==> src/rtl/demux_pkg.sv <==
// Shared defaults, the channel-select type and channel index constants
// for the four-way stream demultiplexer.
package demux_pkg;

    localparam int W_DEF     = 4;
    localparam int DEPTH_DEF = 2;
    localparam int N_CH      = 4;

    typedef logic [1:0] sel_t;

    localparam sel_t OP1 = 2'd0;
    localparam sel_t OP2 = 2'd1;
    localparam sel_t OP3 = 2'd2;
    localparam sel_t OP4 = 2'd3;

endpackage

==> src/rtl/demux_fifo.sv <==
// Per-channel FIFO: power-of-two depth, wrapping pointers, occupancy counter.
// Head data reads as zero whenever the buffer is empty, so reset shows zero data.
module demux_fifo #(
    parameter int W     = 4,
    parameter int DEPTH = 2
) (
    input  logic         clk,
    input  logic         rst_n,
    input  logic         i_push,
    input  logic         i_pop,
    input  logic [W-1:0] i_data,
    output logic         o_full,
    output logic         o_empty,
    output logic [W-1:0] o_data
);

    localparam int PW = $clog2(DEPTH);
    localparam int CW = PW + 1;

    logic [W-1:0]  r_mem [DEPTH];
    logic [PW-1:0] r_wr_ptr;
    logic [PW-1:0] r_rd_ptr;
    logic [CW-1:0] r_count;
    logic          w_push;
    logic          w_pop;

    assign o_full  = (r_count == CW'(DEPTH));
    assign o_empty = (r_count == '0);
    // A pop request on an empty buffer is dropped, so there is no bypass path.
    assign w_push  = i_push && !o_full;
    assign w_pop   = i_pop && !o_empty;
    assign o_data  = o_empty ? '0 : r_mem[r_rd_ptr];

    always_ff @(posedge clk or negedge rst_n) begin
        if (!rst_n) begin
            r_wr_ptr <= '0;
            r_rd_ptr <= '0;
            r_count  <= '0;
        end else begin
            if (w_push) r_wr_ptr <= r_wr_ptr + PW'(1);
            if (w_pop)  r_rd_ptr <= r_rd_ptr + PW'(1);
            unique case ({w_push, w_pop})
                2'b10:   r_count <= r_count + CW'(1);
                2'b01:   r_count <= r_count - CW'(1);
                default: r_count <= r_count;
            endcase
        end
    end

    always_ff @(posedge clk) begin
        if (w_push) r_mem[r_wr_ptr] <= i_data;
    end

endmodule

==> src/rtl/demux_stream.sv <==
// Four-way stream demultiplexer: routes each input word into the FIFO of the
// channel chosen by in_sel; each channel drains independently.
module demux_stream
    import demux_pkg::*;
#(
    parameter int W     = W_DEF,
    parameter int DEPTH = DEPTH_DEF
) (
    input  logic         clk,
    input  logic         rst_n,
    input  logic         in_valid,
    output logic         in_ready,
    input  logic [W-1:0] in_data,
    input  sel_t         in_sel,
    output logic         op1_valid,
    input  logic         op1_ready,
    output logic [W-1:0] op1_data,
    output logic         op2_valid,
    input  logic         op2_ready,
    output logic [W-1:0] op2_data,
    output logic         op3_valid,
    input  logic         op3_ready,
    output logic [W-1:0] op3_data,
    output logic         op4_valid,
    input  logic         op4_ready,
    output logic [W-1:0] op4_data,
    output logic [3:0]   op_pend
);

    // Handshake: a word moves on a rising edge when valid && ready on that
    // link. in_ready depends only on in_sel and the selected buffer's full
    // flag (never on in_valid, never on a same-cycle pop), and is held low in reset.
    logic [N_CH-1:0] w_full;
    logic [N_CH-1:0] w_empty;
    logic [N_CH-1:0] w_push;
    logic [N_CH-1:0] w_pop_req;
    logic [W-1:0]    w_data [N_CH];

    assign in_ready  = rst_n && !w_full[in_sel];
    assign w_pop_req = {op4_ready, op3_ready, op2_ready, op1_ready};

    for (genvar ch = 0; ch < N_CH; ch++) begin : g_ch
        assign w_push[ch] = in_valid && in_ready && (in_sel == sel_t'(ch));

        demux_fifo #(
            .W     (W),
            .DEPTH (DEPTH)
        ) u_fifo (
            .clk     (clk),
            .rst_n   (rst_n),
            .i_push  (w_push[ch]),
            .i_pop   (w_pop_req[ch]),
            .i_data  (in_data),
            .o_full  (w_full[ch]),
            .o_empty (w_empty[ch]),
            .o_data  (w_data[ch])
        );
    end

    assign op_pend   = ~w_empty;
    assign op1_valid = op_pend[OP1];
    assign op2_valid = op_pend[OP2];
    assign op3_valid = op_pend[OP3];
    assign op4_valid = op_pend[OP4];
    assign op1_data  = w_data[OP1];
    assign op2_data  = w_data[OP2];
    assign op3_data  = w_data[OP3];
    assign op4_data  = w_data[OP4];

endmodule

==> config.mk <==
export PLATFORM = sky130hd
export DESIGN_NAME = demux_stream
export DESIGN_NICKNAME = d
export VERILOG_FILES = /design/src/rtl/demux_pkg.sv /design/src/rtl/demux_fifo.sv /design/src/rtl/demux_stream.sv
export SDC_FILE = /design/constraint.sdc
export NUM_CORES = 1
export LEC_CHECK = 0
export BUFFER_PORTS_ARGS = -buffer_cell sky130_fd_sc_hd__buf_2
export CORE_MARGIN = 5
export CORE_UTILIZATION = 45
export DETAILED_ROUTE_END_ITERATION = 10
export PLACE_DENSITY = 0.67
export SLEW_MARGIN = 5
export SYNTH_ARGS = -nofsm -noshare
export SYNTH_HDL_FRONTEND = slang
export SYNTH_SLANG_ARGS = --single-unit
==> constraint.sdc <==
create_clock -name clk -period 4.5 [get_ports clk]
set_input_delay 0.45 -clock clk [delete_from_list [all_inputs] [get_ports clk]]
set_output_delay 0.45 -clock clk [all_outputs]
set_load 0.02 [all_outputs]
======== Word level (Yosys, flattened, before mapping) ========
Memories as Yosys holds them, arrays and structs flattened.
Index checks and enable logic that the tools add are counted.
operators by class
  reductions and logical operators ........ 32
  magnitude comparators ................... 1
  add/sub/neg operators ................... 16
  bitwise operators ....................... 1
  multiplexer cells ....................... 18
  equality and inequality tests ........... 15
operators with widths
  cell                                                                  number
  2-bit == test, second input constant                                  10
  4-bit two-way mux                                                     4
  2-bit case mux with 2 select lines                                    4
  1-bit logical AND                                                     14
  2-bit by 1-bit == test with 1-bit output, second input constant       5
  2-bit logical NOT                                                     5
  1-bit logical NOT                                                     9
  1-bit two-way mux                                                     9
  1-bit adder, second input constant                                    8
  2-bit by 1-bit adder with 2-bit output, second input constant         4
  2-bit nonzero test                                                    4
  2-bit by 1-bit subtractor with 2-bit output, second input constant    4
  4-bit NOT                                                             1
  2-bit by 3-bit < comparator with 1-bit output, second input constant  1
  1-bit binary-select mux with 2-bit select                             1
storage, ports and cells
  memories ................................ 4
  output and inout port bits .............. 25
  input port bits ......................... 13
  flip-flop bits (word level) ............. 16
  RAM bits ................................ 32
memory list
  name                  depth  bits a word  rd ports  clocked after memory_dff  wr ports  RTL line          text
  g_ch[0].u_fifo.r_mem  2      4            1         0                         1         demux_fifo.sv:20  logic [W-1:0] r_mem [DEPTH];
  g_ch[1].u_fifo.r_mem  2      4            1         0                         1         demux_fifo.sv:20
  g_ch[2].u_fifo.r_mem  2      4            1         0                         1         demux_fifo.sv:20
  g_ch[3].u_fifo.r_mem  2      4            1         0                         1         demux_fifo.sv:20

======== Longest topological paths before layout ========
  depth after elaboration ................. 10
  mapped depth ............................ 7
  depth with buffers taken out ............ 6

======== Hierarchy ========
From an unflattened synthesis, not the netlist that was laid out.
unflattened totals
  cell total of the unflattened synthesis .. 156
  area total of the unflattened synthesis .. 2,117.0 µm²
modules (own cells, without submodules)
  module                           cells each  area an instance (µm²)  instances
  demux_fifo (g_ch[0].u_fifo ...)  35          504.2                   2
  demux_fifo (g_ch[2].u_fifo ...)  35          499.2                   2
  demux_stream                     16          110.1                   1

======== Worst setup path before layout ========
No wires, ideal clock.
  path kind ............................... register -> register
  start point ............................. reg g_ch[1].u_fifo.r_count[1]
  end point ............................... reg g_ch[1].u_fifo.r_count[1]
  setup slack ............................. 2.882 ns
  cell stages (with the launch flop) ...... 7
  arrival ................................. 1.539 ns
  required time ........................... 4.421 ns
  buffers on the path ..................... 1
  clock period less this slack ............ 1.618 ns
  cell sequence ........................... dfrtp_1 > nor2b_1 > or3_1 > buf_2 > ha_1 > nor2_1 > xor2_1
on the way
  word-level cells in the longest chain between the ends .. 10
ends and longest elaborated chain
  element                                                                           RTL line            text
  from (decl)                                                                       demux_fifo.sv:23    logic [CW-1:0] r_count;
  from (signal assigned)                                                            demux_fifo.sv:43    2'b10: r_count <= r_count + CW'(1);
  from (signal assigned)                                                            demux_fifo.sv:44    2'b01: r_count <= r_count - CW'(1);
  from (signal assigned)                                                            demux_fifo.sv:45    default: r_count <= r_count;
  2-bit == test                                                                     demux_fifo.sv:27    assign o_full = (r_count == CW'(DEPTH));
  1-bit binary-select mux with 2-bit select                                         demux_stream.sv:39  assign in_ready = rst_n && !w_full[in_sel];
  1-bit two-way mux (not written as such)                                           demux_stream.sv:39
  1-bit logical NOT                                                                 demux_stream.sv:39
  1-bit logical AND                                                                 demux_stream.sv:39
  1-bit logical AND (2 in a row)                                                    demux_stream.sv:43  assign w_push[ch] = in_valid && in_ready && (in_sel == sel_t'(ch));
  1-bit logical AND                                                                 demux_fifo.sv:30    assign w_push = i_push && !o_full;
  2-bit by 1-bit == test with 1-bit output / 2-bit == test (equally long branches)  demux_fifo.sv:42    unique case ({w_push, w_pop})
  2-bit case mux with 2 select lines / 2-bit nonzero test (equally long branches)   --
Parallel ways exist; a longest one is shown, timed or not. The select of a mux whose other input is x is not followed.
A chain may end at the register's enable or synchronous reset.

======== Final worst setup path ========
  start point ............................. reg g_ch[3].u_fifo.r_count[0]
  end point ............................... out in_ready
on the way
  word-level cells in the longest chain between the ends .. 5
ends and longest elaborated chain
  element                                    RTL line            text
  from (decl)                                demux_fifo.sv:23
  from (signal assigned)                     demux_fifo.sv:43
  from (signal assigned)                     demux_fifo.sv:44
  from (signal assigned)                     demux_fifo.sv:45
  2-bit == test                              demux_fifo.sv:27
  1-bit binary-select mux with 2-bit select  demux_stream.sv:39
  1-bit two-way mux (not written as such)    demux_stream.sv:39
  1-bit logical NOT                          demux_stream.sv:39
  1-bit logical AND                          demux_stream.sv:39
  to (decl)                                  demux_stream.sv:12  output logic in_ready,
No other way between the ends. The select of a mux whose other input is x is not followed.

==> flow_results.org <==
** Clock tree
- The clock tree synthesis step divided the H-tree into 2 levels.
- Buffers inserted during post-CTS setup optimization :: 0
- CTS hold repair buffers :: 0
- The clock reaches the later pin of the worst-skew pair after 0.29 ns.
- After clock tree synthesis, the repair step resized 0 gates.
- TritonCTS built the clock tree.
- Number of buffers added by the clock tree synthesis step :: 5
- The cell sitting at the root of the clock tree is a sky130_fd_sc_hd__clkbuf_8.
- Clk slew on worst S/H paths :: 0.08 ns
- The clock net in this run drives a total of 48 sinks.
- Counting along the longest clock path gives a buffer depth of 2.

** Setup path
- FF-to-FF End :: g_ch[1].u_fifo.r_count[1]$_DFFE_PN0P_
- In this run the register-to-register setup slack is 2.69 ns.
- Req. time, crit path :: 4.05 ns
- In this design, the stage delay of the slowest critical-path cell is 0.43 ns.
- CP Max Fanout :: 5
- Among cell families on the critical path, the largest total delay comes from simple AND/OR/NAND/NOR gates.
- Number of cell instances on the worst register-to-register path :: 5
- Crit. Startpoint :: g_ch[3].u_fifo.r_count[0]$_DFFE_PN0P_
- The worst setup path is captured at an output port.
- By startpoint and endpoint, the worst setup path is classified as reg2out.
- STA classifies the critical path startpoint as a register.
- Critical path destination :: in_ready
- Arrival time worst endpoint :: 1.58 ns
- The largest individual stage delay along the critical path comes from the cell sky130_fd_sc_hd__dfrtp_1.
- Counting both buffers and inverters, the worst setup path holds a total of 1.
- The worst register-to-register path begins at g_ch[1].u_fifo.r_count[1]$_DFFE_PN0P_.
- List of cells traversed by the critical path :: and3b_1, o21ai_0, and4_1, buf_2
- The critical path crosses 4 cells after its start point.

** Drt
- Wire length reported by the detailed router :: 3.68 mm
- Number of DRC markers after the initial detailed-route iteration :: 40
- ANT nets after route :: 0
- Dividing the detail-routed via count by the number of cells gives 4.87.
- The pre-antenna-repair detailed-routing pass consisted of 4 iterations.
- Post-DR wirelength/cell :: 15.0 um
- Detailed routing inserted a total of 1198 vias.
- After detailed routing, the number of remaining DRC violations is 0.

** Floorplan
- The die is 78.1 um wide.
- Die extent in y :: 78.1 um
- Initial standard-cell utilization of the core :: 47.3%
- Pin placement for this block handled 38 I/O pins.
- The initialized floorplan defines 24 standard-cell rows.
- The die covers 0.00610 sq mm.
- Core area :: 0.00441 sq mm

** Placed design
- Input/output buffers :: 37
- Final weighted congestion in routability-driven placement :: 0.764
- Post-detail-place hpwl :: 2.81 mm
- After detailed placement, the total cell area comes to 0.00229 sq mm.

** Final layout
- Post-route design area :: 0.00238 sq mm
- Cells with a size suffix above 1 make up 22.7% of the layout.
- Synthesis-to-finish area growth :: 13.9%
- Net count of the finished layout :: 210
- 0 antenna diodes ended up in the layout.

** Global route
- Pin count of the biggest net entering global routing :: 21
- Global routing finished with a remaining overflow of 0.
- Antenna violations before repair :: 0
- Global router's overall resource usage :: 12.8%
- The first global-routing pass estimated 6.08 mm of wire.
- Number of global-route vias before repair :: 1274

** Synth
- Cell area after synthesis :: 0.00209 sq mm
- Counting flops with an async set or reset pin after synthesis yields a share of 33.3%.
- Count of flip-flops with a built-in enable after synthesis :: 32
- Synthesis-stage register bit count :: 48
- Ranked by total cell area, the synthesized netlist is headed by sky130_fd_sc_hd__edfxtp_1, sky130_fd_sc_hd__dfrtp_1, sky130_fd_sc_hd__mux2i_1, sky130_fd_sc_hd__nor2_1, sky130_fd_sc_hd__xnor2_1.
- Flip-flop cell with the highest count after synthesis :: sky130_fd_sc_hd__edfxtp_1
- Dominant cell type by area after synthesis :: sky130_fd_sc_hd__edfxtp_1
- Synthesized area divided by synthesized cell count :: 13.2 sq um
- Yosys instantiated no cell more often than sky130_fd_sc_hd__nor2_1.
- Post-Synthesis Cells :: 158
- After synthesis, the netlist uses 24 different library cells.
- For this run, the register share of the synthesized area comes to 65.2%.
- Most used standard cells in the synthesized netlist :: sky130_fd_sc_hd__nor2_1, sky130_fd_sc_hd__edfxtp_1, sky130_fd_sc_hd__dfrtp_1, sky130_fd_sc_hd__mux2i_1, sky130_fd_sc_hd__xnor2_1
- For this run, the number of Yosys warnings is 0.
- Portion of synthesized cell area occupied by the leading cell type :: 46.0%
- The number of nets handed over by synthesis was 175.

** STA
- Clock skew after layout :: 0.00361 ns
- Based on the critical path, the design can be clocked at up to 491 MHz.
- In the finished design, the share of the clock period the worst path needs comes to 45.2%.
- Adding up every negative setup slack in the final design gives 0 ns.
- Relative slew slack :: 71.5%
- Minimum clock period :: 2.03 ns
- Final count of hold timing violations :: 0
- RSZ-0062 raised after global routing :: false
- Setup violations remaining at the end of the flow were counted as 0.
- Total count of max-transition violations in the final report :: 0
- For the pin with the worst max-slew slack, the measured transition is 0.428 ns.

** Power
- The internal power of the cells totals 0.937 mW.
- Combinational share of power :: 39.2%
- Portion of total power attributed to the clock network :: 16.6%
- Switching power total :: 0.583 mW
- Peak supply drop :: 0.327 mV
- Sequential cells burn 44.2% of the power.
- Power consumption :: 1.52 mW
- Static leakage :: 1.01 nW
- Power Density :: 639 mW/mm^2
- Net switching is 38.3% of the power.

** Worst hold path
- Type of the worst min-delay path :: in2async

** Run
- Reported max-cap violation count :: 0

** Status
- The flow ran to the end, and the final reports show no timing, DRC or antenna violations.
kinds of logic (layout without fill, tap and decap cells):
kind of cell             Yosys count  count (layout)  synth area share (%)
adder cells (fa/ha/maj)            4               4                  2.40
AND/OR/NAND/NOR                   52              52                  11.9
XOR/XNOR                          20              20                  8.75
buffers and inverters             17              53                  3.83
multiplexers                      16              16                  7.67
AO/OA/AOI/OAI                      1               1                 0.239
flip-flops                        48              48                  65.2
flip-flops by register name, indices dropped and copies added (netlist names):
register and flops:
g_ch.u_fifo.r_count 8, g_ch.u_fifo.r_mem 32, g_ch.u_fifo.r_rd_ptr 4, g_ch.u_fifo.r_wr_ptr 4
placed cells by master, fill, tap and decap left out, drive strengths merged:
cell type	count
and3	1
and3b	1
and4	1
buf	37
clkbuf	8
dfrtp	16
edfxtp	32
ha	4
inv	8
mux2i	16
nand2	1
nand2b	2
nand3	2
nand3b	2
nand4b	1
nor2	33
nor2b	6
nor3b	1
o21ai	1
or3	1
xnor2	12
xor2	8
worst min-delay path by stage:
stage,to,slack (ns),cells after the start
after floorplan,g_ch[0].u_fifo.r_count[0]$_DFFE_PN0P_,0.15,0
after global placement,g_ch[2].u_fifo.r_rd_ptr$_DFFE_PN0P_,0.40,1
after detailed placement,g_ch[2].u_fifo.r_count[0]$_DFFE_PN0P_,0.41,1
after CTS,g_ch[0].u_fifo.r_count[1]$_DFFE_PN0P_,0.09,1
after global routing,g_ch[3].u_fifo.r_wr_ptr$_DFFE_PN0N_,0.1,1
final,g_ch[0].u_fifo.r_count[1]$_DFFE_PN0P_,0.08,1
worst register-to-register path, cell delays in order, from the launching register on:
cell,delay (ns)
sky130_fd_sc_hd__dfrtp_1,0.42
sky130_fd_sc_hd__nor2b_1,0.16
sky130_fd_sc_hd__or3_1,0.45
sky130_fd_sc_hd__ha_1,0.36
sky130_fd_sc_hd__nor2_1,0.17
sky130_fd_sc_hd__xor2_1,0.18
area by class of cell:
class	count	area [sq um]
fillers	353	2040
flip-flops and latches	48	1360
multi-input cells	93	647
repair buffers	37	185
clock buffers	8	90.1
well taps	52	65.1
inverters	8	30.0
per-layer routing:
layer	share of wire, %	GRT usage [%]
met4	1.1	3.55
met3	6.0	4.58
met1	42	15.6
met5	0	0
met2	51	21.6
power by group through the flow:
stage          logic, mW  clock network, mW  registers, mW
6_report           0.595              0.253          0.671
5_1_grt            0.654              0.280          0.688
4_1_cts            0.609              0.260          0.672
3_5_place_dp       0.605                  0          0.682
3_3_place_gp       0.585                  0          0.675
2_1_floorplan      0.502                  0          0.626
through the flow:
stage,worst slack (ns),hold WS [ns],util [%],cells
CTS,2.47,0.0879,53.9,246
global route,2.39,0.0958,53.9,246
global placement,2.49,0.399,51.8,238
finish,2.47,0.0847,53.9,246
floorplan,2.88,0.154,-,158
detailed placement,2.32,0.409,51.8,238
Note: power is estimated with default switching activity, not from simulation.
